$ cat src/rtl/lcd_timing_pkg.sv
// lcd_timing_pkg
// Shared raster timing definitions for the LCD/MTL panel path.
//   - default 800x480 timing constants
//   - timing_t    : one axis described as active / front porch / sync / back porch
//   - axis_geom_t : derived total length and active start of one axis
//   - axis_geom() : computes axis_geom_t from a timing_t
package lcd_timing_pkg;

    localparam int DEF_H_ACTIVE = 800;
    localparam int DEF_H_FP     = 40;
    localparam int DEF_H_SYNC   = 128;
    localparam int DEF_H_BP     = 88;
    localparam int DEF_V_ACTIVE = 480;
    localparam int DEF_V_FP     = 13;
    localparam int DEF_V_SYNC   = 3;
    localparam int DEF_V_BP     = 29;

    typedef struct packed {
        logic [15:0] active;
        logic [15:0] fp;
        logic [15:0] sync;
        logic [15:0] bp;
    } timing_t;

    typedef struct packed {
        logic [31:0] total;
        logic [31:0] start;
    } axis_geom_t;

    // Layout along an axis: sync, back porch, active, front porch.
    function automatic axis_geom_t axis_geom(input timing_t t);
        axis_geom_t g;
        g.start = 32'(t.sync) + 32'(t.bp);
        g.total = g.start + 32'(t.active) + 32'(t.fp);
        return g;
    endfunction

endpackage

$ cat src/rtl/lcd_timing_gen_axis_counter.sv
// axis_counter
// Free-running modulo-TOTAL counter for one raster axis.
// Ports:
//   iCLK      : pixel clock
//   iRST_n    : asynchronous reset, active low
//   iEN       : advance enable; low holds the count
//   count     : current position, 0..TOTAL-1
//   wrap_next : high while count is TOTAL-1, i.e. the next enabled edge wraps
module axis_counter #(
    parameter int WIDTH = 11,
    parameter int TOTAL = 1056
) (
    input  logic             iCLK,
    input  logic             iRST_n,
    input  logic             iEN,
    output logic [WIDTH-1:0] count,
    output logic             wrap_next
);

    localparam logic [WIDTH-1:0] LAST = WIDTH'(TOTAL - 1);

    assign wrap_next = (count == LAST);

    always_ff @(posedge iCLK or negedge iRST_n) begin
        if (!iRST_n)
            count <= '0;
        else if (iEN)
            count <= wrap_next ? '0 : count + WIDTH'(1);
    end

endmodule

$ cat src/rtl/lcd_timing_gen.sv
// lcd_timing_gen
// Parametrised raster timing generator: horizontal/vertical counters, sync
// pulses with programmable polarity, data enable, active-area coordinates and
// line/frame markers. Every output is decoded from the counters' next state
// and registered, so all outputs describe the current x_cnt/y_cnt.
// Ports:
//   iCLK, iRST_n (async, active low), iEN (low freezes all state)
//   x_cnt, y_cnt         : raster position
//   oHS, oVS             : sync pulses (active level HS_POL / VS_POL)
//   oDE                  : high inside the active area
//   oX, oY               : active-area column/row, 0 outside active
//   oLINE_START          : one cycle at x=0 after an x wrap
//   oFRAME_START         : one cycle at (0,0) after a frame wrap
//   oLAST_PIXEL          : high at (H_TOTAL-1, V_TOTAL-1)
module lcd_timing_gen
    import lcd_timing_pkg::*;
#(
    parameter int H_ACTIVE = DEF_H_ACTIVE,
    parameter int H_FP     = DEF_H_FP,
    parameter int H_SYNC   = DEF_H_SYNC,
    parameter int H_BP     = DEF_H_BP,
    parameter int V_ACTIVE = DEF_V_ACTIVE,
    parameter int V_FP     = DEF_V_FP,
    parameter int V_SYNC   = DEF_V_SYNC,
    parameter int V_BP     = DEF_V_BP,
    parameter bit HS_POL   = 1'b0,
    parameter bit VS_POL   = 1'b0,
    parameter int XW       = 11,
    parameter int YW       = 10
) (
    input  logic          iCLK,
    input  logic          iRST_n,
    input  logic          iEN,
    output logic [XW-1:0] x_cnt,
    output logic [YW-1:0] y_cnt,
    output logic          oHS,
    output logic          oVS,
    output logic          oDE,
    output logic [XW-1:0] oX,
    output logic [YW-1:0] oY,
    output logic          oLINE_START,
    output logic          oFRAME_START,
    output logic          oLAST_PIXEL
);

    localparam timing_t    H_TIM  = '{active: 16'(H_ACTIVE), fp: 16'(H_FP), sync: 16'(H_SYNC), bp: 16'(H_BP)};
    localparam timing_t    V_TIM  = '{active: 16'(V_ACTIVE), fp: 16'(V_FP), sync: 16'(V_SYNC), bp: 16'(V_BP)};
    localparam axis_geom_t H_GEOM = axis_geom(H_TIM);
    localparam axis_geom_t V_GEOM = axis_geom(V_TIM);

    localparam int H_TOTAL = int'(H_GEOM.total);
    localparam int H_START = int'(H_GEOM.start);
    localparam int V_TOTAL = int'(V_GEOM.total);
    localparam int V_START = int'(V_GEOM.start);

    generate
        if (H_TOTAL > 2**XW) begin : g_bad_h_total
            $error("lcd_timing_gen: H_TOTAL does not fit in XW bits");
        end
        if (V_TOTAL > 2**YW) begin : g_bad_v_total
            $error("lcd_timing_gen: V_TOTAL does not fit in YW bits");
        end
        if (H_ACTIVE == 0 || H_SYNC == 0 || V_ACTIVE == 0 || V_SYNC == 0) begin : g_bad_zero
            $error("lcd_timing_gen: ACTIVE and SYNC parameters must be non-zero");
        end
    endgenerate

    // Sized copies of the boundaries; the last active position is used rather
    // than an exclusive end, which could be 2**XW and overflow the width.
    localparam logic [XW-1:0] H_SYNC_C  = XW'(H_SYNC);
    localparam logic [XW-1:0] H_START_C = XW'(H_START);
    localparam logic [XW-1:0] H_ALAST_C = XW'(H_START + H_ACTIVE - 1);
    localparam logic [XW-1:0] H_LAST_C  = XW'(H_TOTAL - 1);
    localparam logic [YW-1:0] V_SYNC_C  = YW'(V_SYNC);
    localparam logic [YW-1:0] V_START_C = YW'(V_START);
    localparam logic [YW-1:0] V_ALAST_C = YW'(V_START + V_ACTIVE - 1);
    localparam logic [YW-1:0] V_LAST_C  = YW'(V_TOTAL - 1);

    logic x_wrap;
    logic y_wrap;

    axis_counter #(.WIDTH(XW), .TOTAL(H_TOTAL)) u_x_cnt (
        .iCLK      (iCLK),
        .iRST_n    (iRST_n),
        .iEN       (iEN),
        .count     (x_cnt),
        .wrap_next (x_wrap)
    );

    axis_counter #(.WIDTH(YW), .TOTAL(V_TOTAL)) u_y_cnt (
        .iCLK      (iCLK),
        .iRST_n    (iRST_n),
        .iEN       (iEN & x_wrap),
        .count     (y_cnt),
        .wrap_next (y_wrap)
    );

    // Next-state counters, mirroring the axis_counter update rule, so the
    // registered decode lands in the same cycle as the new count.
    logic [XW-1:0] x_nxt;
    logic [YW-1:0] y_nxt;

    always_comb begin
        x_nxt = x_wrap ? '0 : x_cnt + XW'(1);
        y_nxt = y_cnt;
        if (x_wrap)
            y_nxt = y_wrap ? '0 : y_cnt + YW'(1);
    end

    logic          hs_d, vs_d, de_d, lp_d;
    logic          h_act, v_act;
    logic [XW-1:0] ox_d;
    logic [YW-1:0] oy_d;

    always_comb begin
        h_act = (x_nxt >= H_START_C) && (x_nxt <= H_ALAST_C);
        v_act = (y_nxt >= V_START_C) && (y_nxt <= V_ALAST_C);
        de_d  = h_act && v_act;
        hs_d  = (x_nxt < H_SYNC_C) ? HS_POL : ~HS_POL;
        vs_d  = (y_nxt < V_SYNC_C) ? VS_POL : ~VS_POL;
        ox_d  = de_d ? x_nxt - H_START_C : '0;
        oy_d  = de_d ? y_nxt - V_START_C : '0;
        lp_d  = (x_nxt == H_LAST_C) && (y_nxt == V_LAST_C);
    end

    // Reset values equal the decode of (0,0) with no markers; the first
    // frame after reset therefore carries no oFRAME_START.
    always_ff @(posedge iCLK or negedge iRST_n) begin
        if (!iRST_n) begin
            oHS          <= HS_POL;
            oVS          <= VS_POL;
            oDE          <= 1'b0;
            oX           <= '0;
            oY           <= '0;
            oLINE_START  <= 1'b0;
            oFRAME_START <= 1'b0;
            oLAST_PIXEL  <= 1'b0;
        end else if (iEN) begin
            oHS          <= hs_d;
            oVS          <= vs_d;
            oDE          <= de_d;
            oX           <= ox_d;
            oY           <= oy_d;
            oLINE_START  <= x_wrap;
            oFRAME_START <= x_wrap & y_wrap;
            oLAST_PIXEL  <= lp_d;
        end
    end

endmodule

$ cat config.mk
export PLATFORM = sky130hd
export DESIGN_NAME = lcd_timing_gen
export DESIGN_NICKNAME = d
export VERILOG_FILES = /design/src/rtl/lcd_timing_pkg.sv /design/src/rtl/lcd_timing_gen_axis_counter.sv /design/src/rtl/lcd_timing_gen.sv
export SDC_FILE = /design/constraint.sdc
export NUM_CORES = 1
export LEC_CHECK = 0
export CELL_PAD_IN_SITES_DETAIL_PLACEMENT = 0
export CELL_PAD_IN_SITES_GLOBAL_PLACEMENT = 1
export CORE_ASPECT_RATIO = 0.5
export CORE_MARGIN = 3
export CORE_UTILIZATION = 30
export CTS_BUF_LIST = sky130_fd_sc_hd__clkbuf_16
export CTS_CLUSTER_SIZE = 16
export DETAILED_ROUTE_END_ITERATION = 10
export PLACE_DENSITY_LB_ADDON = 0.1
export SETUP_SLACK_MARGIN = 0.5
export SLEW_MARGIN = 20
export SYNTH_ARGS = -nofsm -noshare
export SYNTH_HDL_FRONTEND = slang
export SYNTH_SLANG_ARGS = --single-unit
$ cat constraint.sdc
create_clock -name iCLK -period 3.5 [get_ports iCLK]
set_input_delay 0.525 -clock iCLK [delete_from_list [all_inputs] [get_ports iCLK]]
set_output_delay 0.525 -clock iCLK [all_outputs]
set_load 0.1 [all_outputs]
; Word-level counts from Yosys, hierarchy flattened
; Cells that the tools add are included.
[op_classes]
order_cmp = 6
eq_ne = 4
n_mul = 0
addsub = 4
n_bitwise = 2
n_shift = 0
muxes = 7
n_reduce_logical = 4
n_div = 0
[ops]
columns = op, n
row1 = two-way mux 10 bit, 3
row2 = == test 11 bit (second input constant), 2
row3 = two-way mux 11 bit, 2
row4 = == test 10 bit (second input constant), 2
row5 = adder 11 x 1 -> 11 bit (second input constant), 1
row6 = greater-or-equal comparator 11 x 8 -> 1 bit (second input constant), 1
row7 = less-or-equal comparator 11 x 10 -> 1 bit (second input constant), 1
row8 = less-than comparator 11 x 8 -> 1 bit (second input constant), 1
row9 = subtractor 11 x 8 -> 11 bit (second input constant), 1
row10 = adder 10 x 1 -> 10 bit (second input constant), 1
row11 = greater-or-equal comparator 10 x 6 -> 1 bit (second input constant), 1
row12 = less-or-equal comparator 10 x 9 -> 1 bit (second input constant), 1
row13 = less-than comparator 10 x 2 -> 1 bit (second input constant), 1
row14 = subtractor 10 x 6 -> 10 bit (second input constant), 1
row15 = logical AND 1 bit, 4
row16 = AND 1 bit, 2
row17 = two-way mux 1 bit, 2
[totals]
romBits = 0
input_bits = 3
word_cells = 37
mem_bits_rw = 0
latch_bits = 0
regBits = 48
n_memories = 0

; Depth between registers and ports, before layout
; Gate-level depths: netlist (run 1).
[depth]
ltp_word = 7
depth_mapped = 13
mapped_depth_nobuf = 11

; Modules after synthesis
; A second synthesis (run 1) with hierarchy kept.
[hier_totals]
cells_unflattened = 328
hier_area_um2 = 3251.9
[modules_own_cells]
columns = mod, area_per_inst_um2, cells_each, n_inst
row1 = lcd_timing_gen, 2140.8, 220, 1
row2 = axis_counter at u_x_cnt, 574.3, 56, 1
row3 = axis_counter at u_y_cnt, 536.8, 52, 1

; Worst setup path before layout (run 1)
; No wires, ideal clock.
[synth_path]
path_kind = reg-to-reg
from = register u_x_cnt.count[1]
to = register oX[0]
arrival_ns = 3.317
setup_time_ns = 0.096
setup_slack_ns = 0.087
required_time_ns = 3.404
synth_period_minus_slack_ns = 3.413
n_path_buf = 2
stages_incl_launch_ff = 14
path_cell_list = dfrtp_1 > ha_1 > and4_1 > and3_1 > buf_4 > nor2_1 > ha_1 > nand4b_1 > nand4_1 > o221a_2 > a21boi_2 > nand4_2 > buf_6 > o32ai_4
[synth_between]
elab_chain_len = 6
word_cells_on_any_way = 13
[synth_rtl]
columns = element, line_no
row1 = "start, declared", lcd_timing_gen_axis_counter.sv:16  ; output logic [WIDTH-1:0] count,
row2 = "start signal, assigned", lcd_timing_gen_axis_counter.sv:28  ; count <= wrap_next ? '0 : count + WIDTH'(1);
row3 = adder 11 x 1 -> 11 bit / == test 11 bit (equally long branches), "lcd_timing_gen.sv:104, lcd_timing_gen_axis_counter.sv:22"
row4 = two-way mux 11 bit *, lcd_timing_gen.sv:104  ; x_nxt = x_wrap ? '0 : x_cnt + XW'(1);
row5 = named net x_nxt[3], lcd_timing_gen.sv:100  ; logic [XW-1:0] x_nxt;
row6 = greater-or-equal comparator 11 x 8 -> 1 bit / less-or-equal comparator 11 x 10 -> 1 bit (equally long branches), lcd_timing_gen.sv:116  ; h_act = (x_nxt >= H_START_C) && (x_nxt <= H_ALAST_C);
row7 = logical AND 1 bit *, lcd_timing_gen.sv:116
row8 = logical AND 1 bit *, lcd_timing_gen.sv:118  ; de_d = h_act && v_act;
row9 = two-way mux 11 bit *, lcd_timing_gen.sv:121  ; ox_d = de_d ? x_nxt - H_START_C : '0;
row10 = "end signal, assigned", lcd_timing_gen.sv:133  ; oX <= '0;
row11 = "end signal, assigned", lcd_timing_gen.sv:142  ; oX <= ox_d;
row12 = "end, declared", lcd_timing_gen.sv:39  ; output logic [XW-1:0] oX,
; Mark *: on every way through the listed nets, which the timed path passes. The rest lies on a longest branch.
; A chain may end at the register's enable or synchronous reset.

; Final worst setup path (run 1)
[layout_path]
from = register u_x_cnt.count[0]
to = register oX[0]
; Same word-level chain as after synthesis.

==> out/qor.csv, run 1 <==
stage;metric;value;unit
synthesis;Seq/Total Area, Yosys;38.80;%
global_route;layer with the highest usage;met2;
job;Max-cap violations;0;
route;drt total wl;8.718;mm
power;Max IR drop VDD;0.5853;mV
global_route;vias in the first global route;2673;
die;core area;9728;um2
route;# DRC;0;
layout;final core utilization;39.95;%
route;DR pass1 iterations;4;
global_route;met2 usage;23.20;%
die;Die Area;11650;um2
power;Combinational Power Share;47.1;%
worst_setup_path;CP Max Fanout;11;
layout;Final nets;405;
sta;final setup margin;693.2;ps
synthesis;post-synthesis cell type count;61;
sta;RSZ-0062 raised after global routing;false;
synthesis;Mapped Area;3095;um2
die;IO Pins;51;
power;Leakage;0.001546;uW
route;DR vias;2737;
layout;filler instances;1000;
global_route;GR Overflow Total;0;
global_route;GRT Resource Usage Total;15.59;%
synthesis;dominant synthesized flop cell;dfrtp_1;
layout;Sequential cell area;1216;um2
clocking;Worst-path clk slew;70;ps
sta;Post-Route Skew;4.000;ps
worst_setup_path;Worst EP required;3710;ps
synthesis;post-synthesis register bit count;48;
layout;Multi-input gate area;1654;um2
die;Initial Util;31.82;%
layout;most frequent cells in the layout;40 x clkdlybuf4s50_1, 40 x dfrtp_1, 32 x inv_1;
clocking;CTS tree;done;
worst_setup_path;CP startpoint kind;flop;
sta;post-layout min period;2807;ps
power;Reg power frac;32.9;%
power;sw power;1159;uW
worst_setup_path;Crit. End Element;flop;
synthesis;Post-synth ARST share;100.0;%
synthesis;Synth area leaders;dfrtp_1 39%, xnor2_1 4.5%, o22ai_1 4.4%;
worst_setup_path;Worst Path Class, Setup;reg2reg;
clocking;worst skew pair latency;290;ps
die;FP Rows;25;
power;switching part of the total;48.97;%
run_status;run status;finished clean;
route;Routed Antenna Nets;0;
synthesis;YS warnings;0;
global_route;met3 Resource Use GR;3.442;%
synthesis;Avg Inst Size Synth;8.695;um2
layout;synthesis-to-layout area growth;25.55;%
place;Place WS;144.7;ps
global_route;global-route wire length before repair;14.45;mm
sta;Final Hold Viols;0;
place;I/O Buffers;50;
hold_path;Hold WC Path Type;in2async;
clocking;H-tree depth;2;
sta;# setup viols final;0;
sta;Tightest Pin Transition;995.5;ps
synthesis;Post-Synthesis Cells;356;
clocking;TritonCTS Buffers;5;
sta;fin crit share;80.19;%
route;Starting DRT DRC Count;193;
clocking;CTS root buffer;clkbuf_16;
clocking;Sink Count;48;
clocking;Max Buffers Root-to-Sink;2;
synthesis;Post-synth EDFFs;0;
route;Avg WL per Cell;16.42;um
synthesis;Synth Net Count;366;
layout;antenna cells;0;
place;GPL Wtd Cong;0.8498;
route;Via density;5.154;
power;Clock Power Share;20.1;%
global_route;largest net degree at the start of global routing;38;
sta;Slew Viols, Final;0;
place;DP HPWL;6.353;mm
sta;setup TNS;0;ps
power;Power Dens Cells;608.9;nW/um2
synthesis;post-synth top area share;38.80;%
die;Die Wd;149.7;um
sta;Peak Freq;356.3;MHz
global_route;initial antenna violation count;0;
layout;Final Non-Filler Cells;531;
place;cell count after placement;520;
die;Die Y;77.83;um
place;placed instance area;3670;um2
global_route;met1 Usage GRT;22.84;%
layout;fin area;3886;um2
sta;Max-slew headroom;33.43;%
clocking;CTS Hold Bufs;0;
synthesis;most area-hungry cell type in the Yosys netlist;dfrtp_1;
layout;layout cells sized above 1;13.13;%
worst_setup_path;Worst Path Arrival;3010;ps
power;Int Power;1208;uW
-- final timing paths --
| kind | depth (start not counted) | end | slack, ps | startpoint |
|---|---|---|---|---|
| setup / recovery | 12 | oX[0] | 690 | u_x_cnt.count[0] |
| hold / removal | 1 | oY[0] | 350 | iRST_n |
| setup reg to reg | 12 | oX[0] | 690 | u_x_cnt.count[0] |
| hold reg to reg | 2 | oDE | 520 | oDE |
| max in group asynchronous | 2 | u_y_cnt.count[5] | 2460 | iRST_n |
| min in group iCLK | 2 | oDE | 520 | oDE |
-- cell families (layout without fill, tap and decap cells) --
kind of cell    Yosys count  in the layout  synth area share [%]
mux                       3              3                 1.051
flops                    48             48                 38.80
simple gates            122            122                 21.54
fa+ha+maj                 7              7                 2.829
buf+inv                  63            103                 9.256
compound gates           87             87                 19.16
xor+xnor                 26             26                 7.356
-- cells in the mapped netlist, drive strengths merged, types with 2 or more instances --
library cell and count:
a21boi 2, a21o 3, a21oi 13, a31oi 7, and2 3, and3 5
and3b 2, and4 4, buf 19, clkbuf 13, dfrtp 48, ha 7
inv 31, mux2 2, nand2 29, nand3 20, nand3b 2, nand4 10
nand4b 2, nor2 19, nor2b 6, nor3 8, nor4 5, o211ai 3
o21a 2, o21ai 18, o221a 2, o22ai 22, o311ai 3, o32ai 2
or3 4, xnor2 16, xor2 10
-- registers in the layout (all words and copies together) (netlist names) --
name	cells
oX	11
u_x_cnt.count	11
oY	10
u_y_cnt.count	10
oDE	1
oFRAME_START	1
oHS	1
oLAST_PIXEL	1
oLINE_START	1
oVS	1
-- repair_timing --
action	4_1_cts	5_1_grt
endpoints found under the setup margin	21	20
buffers inserted	2	1
endpoints found under the hold margin	0	0
gates resized for setup	2	5
gates cloned	0	0
pin swaps	1	1
-- layer usage --
layer,up-vias,wire length [um]
met5,-,0
li1,1341,-
met1,1325,4481
met2,65,3738
met3,6,418
met4,0,78
-- power by group through the flow --
stage          sequential [uW]  clock, uW  combinational, uW
6_report                   777        475               1110
5_1_grt                    795        514               1190
4_1_cts                    776        492               1080
3_5_place_dp               785          0               1080
3_3_place_gp               784          0               1080
2_1_floorplan             1100          0                486
-- cell type report --
type	count	area share [%]
inverter	31	2.994
clock buffer	5	3.220
multi-input combinational	245	42.56
clock inverter	3	0.2898
tap	135	4.346
sequential	48	31.29
timing repair buffer	64	15.29
-- through the flow --
| step | hold WS (ps) | total power (uW) |
|---|---|---|
| 6_report | 352.9 | 2367 |
| 5_1_grt | 449.5 | 2496 |
| 4_1_cts | 397.9 | 2349 |
| 3_5_place_dp | 513.6 | 1861 |
| 3_3_place_gp | 504.5 | 1862 |
| 2_1_floorplan | 229.4 | 1587 |
-- worst max-delay path: stages, from the launching register on --
cell and delay (ps):
dfrtp_4 550, ha_4 230, and4_1 210, and3_1 180
nor2_4 150, ha_4 190, nand4b_1 140, nand4_1 120
o221a_2 160, a21boi_2 230, nand4_4 190, buf_12 180
o32ai_4 180
Power figures use the tool's default switching activity.
==> inputs of run 2 (changes only) <==
==> constraint.sdc (replaced) <==
create_clock -name iCLK -period 2.37 [get_ports iCLK]
set_input_delay 0.3555 -clock iCLK [delete_from_list [all_inputs] [get_ports iCLK]]
set_output_delay 0.3555 -clock iCLK [all_outputs]
set_load 0.1 [all_outputs]
==> run 2 against run 1 <==
Net effect:
- the flow now finishes with violations (setup timing)
- register-to-register slack got worse by 790 ps
- highest routed layer unchanged
- largest cell class unchanged
- critical path depth rose by 1
- flip-flop and latch count did not move
- worst hold slack got worse by 340 ps
- design area rose by 19%
==> out/qor.csv, run 2 (synthesized netlist as in run 1, its figures left out) <==
stage;metric;value;unit
layout;synthesis-to-layout area growth;49.47;%
global_route;GRT Resource Usage Total;17.42;%
place;DP HPWL;7.287;mm
layout;Final nets;470;
sta;Max-slew headroom;58.71;%
layout;layout cells sized above 1;46.64;%
die;IO Pins;51;
clocking;CTS tree;done;
sta;fin crit share;104.3;%
power;Clock Power Share;20.5;%
place;GPL Wtd Cong;0.8287;
die;core area;9728;um2
worst_setup_path;CP Max Fanout;7;
clocking;Max Buffers Root-to-Sink;2;
worst_setup_path;Reg2Reg Depth;13;
worst_setup_path;Worst Path Arrival;2680;ps
worst_setup_path;CP startpoint kind;flop;
layout;fin area;4627;um2
power;Int Power;2211;uW
place;I/O Buffers;50;
clocking;TritonCTS Buffers;5;
route;Avg WL per Cell;16.40;um
global_route;GR Overflow Total;0;
sta;RSZ-0062 raised after global routing;true;
power;switching part of the total;45.94;%
worst_setup_path;Worst EP required;2580;ps
job;Max-cap violations;0;
power;Max IR drop VDD;1.032;mV
power;sw power;1879;uW
clocking;H-tree depth;2;
layout;antenna cells;0;
clocking;Sink Count;48;
sta;# setup viols final;21;
route;Routed Antenna Nets;0;
layout;filler instances;947;
run_status;failing checks;setup timing;
power;Reg power frac;25.0;%
route;Starting DRT DRC Count;226;
sta;Final Hold Viols;0;
global_route;initial antenna violation count;0;
sta;post-layout min period;2471;ps
layout;Multi-input gate area;1908;um2
worst_setup_path;Crit. End Element;flop;
sta;Peak Freq;404.7;MHz
route;DR vias;3000;
global_route;vias in the first global route;2929;
power;Leakage;0.002021;uW
sta;Post-Route Skew;5.126;ps
clocking;CTS root buffer;clkbuf_16;
global_route;largest net degree at the start of global routing;21;
worst_setup_path;r2r setup slk;-100;ps
die;Die Wd;149.7;um
die;Initial Util;31.82;%
route;Via density;5.034;
die;Die Y;77.83;um
layout;most frequent cells in the layout;116 x buf_4, 31 x inv_1, 27 x nand2_1, 27 x dfrtp_1, 18 x nand3_1;
die;Die Area;11650;um2
worst_setup_path;RR Startpoint;u_x_cnt.count[0];
route;# DRC;0;
worst_setup_path;CP endpoint;oX[8];
clocking;Worst-path clk slew;70;ps
clocking;worst skew pair latency;290;ps
worst_setup_path;worst r2r dst;oX[8];
clocking;CTS Hold Bufs;0;
sta;Slew Viols, Final;0;
power;Power Dens Cells;884.0;nW/um2
layout;Sequential cell area;1245;um2
run_status;run status;finished with violations;
layout;largest registers;oX x11, u_x_cnt.count x11;
die;FP Rows;25;
sta;final setup margin;-101.0;ps
sta;Tightest Pin Transition;612.9;ps
layout;most common cell after layout, fill and taps aside;buf_4;
place;placed instance area;3994;um2
route;drt total wl;9.774;mm
power;total chip power;4090;uW
global_route;global-route wire length before repair;15.95;mm
worst_setup_path;Worst Path Class, Setup;reg2reg;
power;Combinational Power Share;54.4;%
worst_setup_path;CP startpoint;u_x_cnt.count[0];
route;DR pass1 iterations;4;
hold_path;Hold WC Path Type;in2async;
-- run 2: worst max-delay path, stage by stage, from the launching register on --
cell,delay (ps)
dfrtp_4,490
ha_4,170
and4_4,180
and3_4,150
nor2_4,110
ha_4,170
nand4b_1,130
nand4_1,130
o221a_2,160
a21boi_2,160
nand4_2,120
buf_6,160
buf_6,140
o22ai_1,100
-- run 2: power groups by stage --
stage | registers (uW) | logic (uW) | clock network (uW)
final | 1020 | 2230 | 840
after floorplan | 1650 | 777 | 0
after CTS | 1020 | 2150 | 863
after global routing | 1040 | 2380 | 904
after detailed placement | 1040 | 2030 | 0
after global placement | 1030 | 2030 | 0
-- run 2: repair_timing --
| action | in CTS | in global routing |
|---|---|---|
| setup buffers | 17 | 7 |
| endpoints found under the hold margin | 0 | 0 |
| pin swaps | 20 | 5 |
| gates resized for setup | 43 | 19 |
| endpoints found under the setup margin | 36 | 39 |
-- run 2: metal layers --
metal / share of wire (%) / track usage (%) / vias up
met5: 0 / 0 / -
met3: 4.2 / 3.267 / 4
met4: 0.35 / 2.372 / 0
li1: - / - / 1471
met2: 47 / 28.20 / 62
met1: 48 / 24.84 / 1463
-- run 2: metrics by stage --
| stage | util (%) | setup slack (ps) | setup TNS (ps) | hold WS, ps | cells |
|---|---|---|---|---|---|
| after floorplan | - | -379.4 | -6369 | 59.91 | 356 |
| after global placement | 41.05 | -186.0 | -3131 | 331.1 | 564 |
| after detailed placement | 41.05 | -263.1 | -4216 | 345.8 | 564 |
| after CTS | 46.11 | -108.8 | -1807 | 30.80 | 589 |
| after global routing | 47.56 | -225.8 | -4289 | 50.14 | 596 |
| final | 47.56 | -101.0 | -1460 | 10.70 | 596 |
-- run 2: worst min-delay path by stage --
| stage | from | to | slack [ps] | cells past startpoint |
|---|---|---|---|---|
| after floorplan | iRST_n | oDE | 60 | 0 |
| after global placement | iRST_n | oY[7] | 330 | 1 |
| after detailed placement | iRST_n | oY[5] | 350 | 1 |
| after CTS | iRST_n | u_y_cnt.count[6] | 30 | 1 |
| after global routing | iRST_n | u_y_cnt.count[6] | 50 | 1 |
| final | iRST_n | u_y_cnt.count[6] | 10 | 1 |
-- run 2: cell type report --
cell class	count	share of cell area, %
Multi-Input combinational cell	245	41.24
Sequential cell	48	26.91
Timing Repair Buffer	129	22.07
Tap cell	135	3.651
Clock buffer	5	2.704
Inverter	31	2.515
Clock inverter	3	0.9194
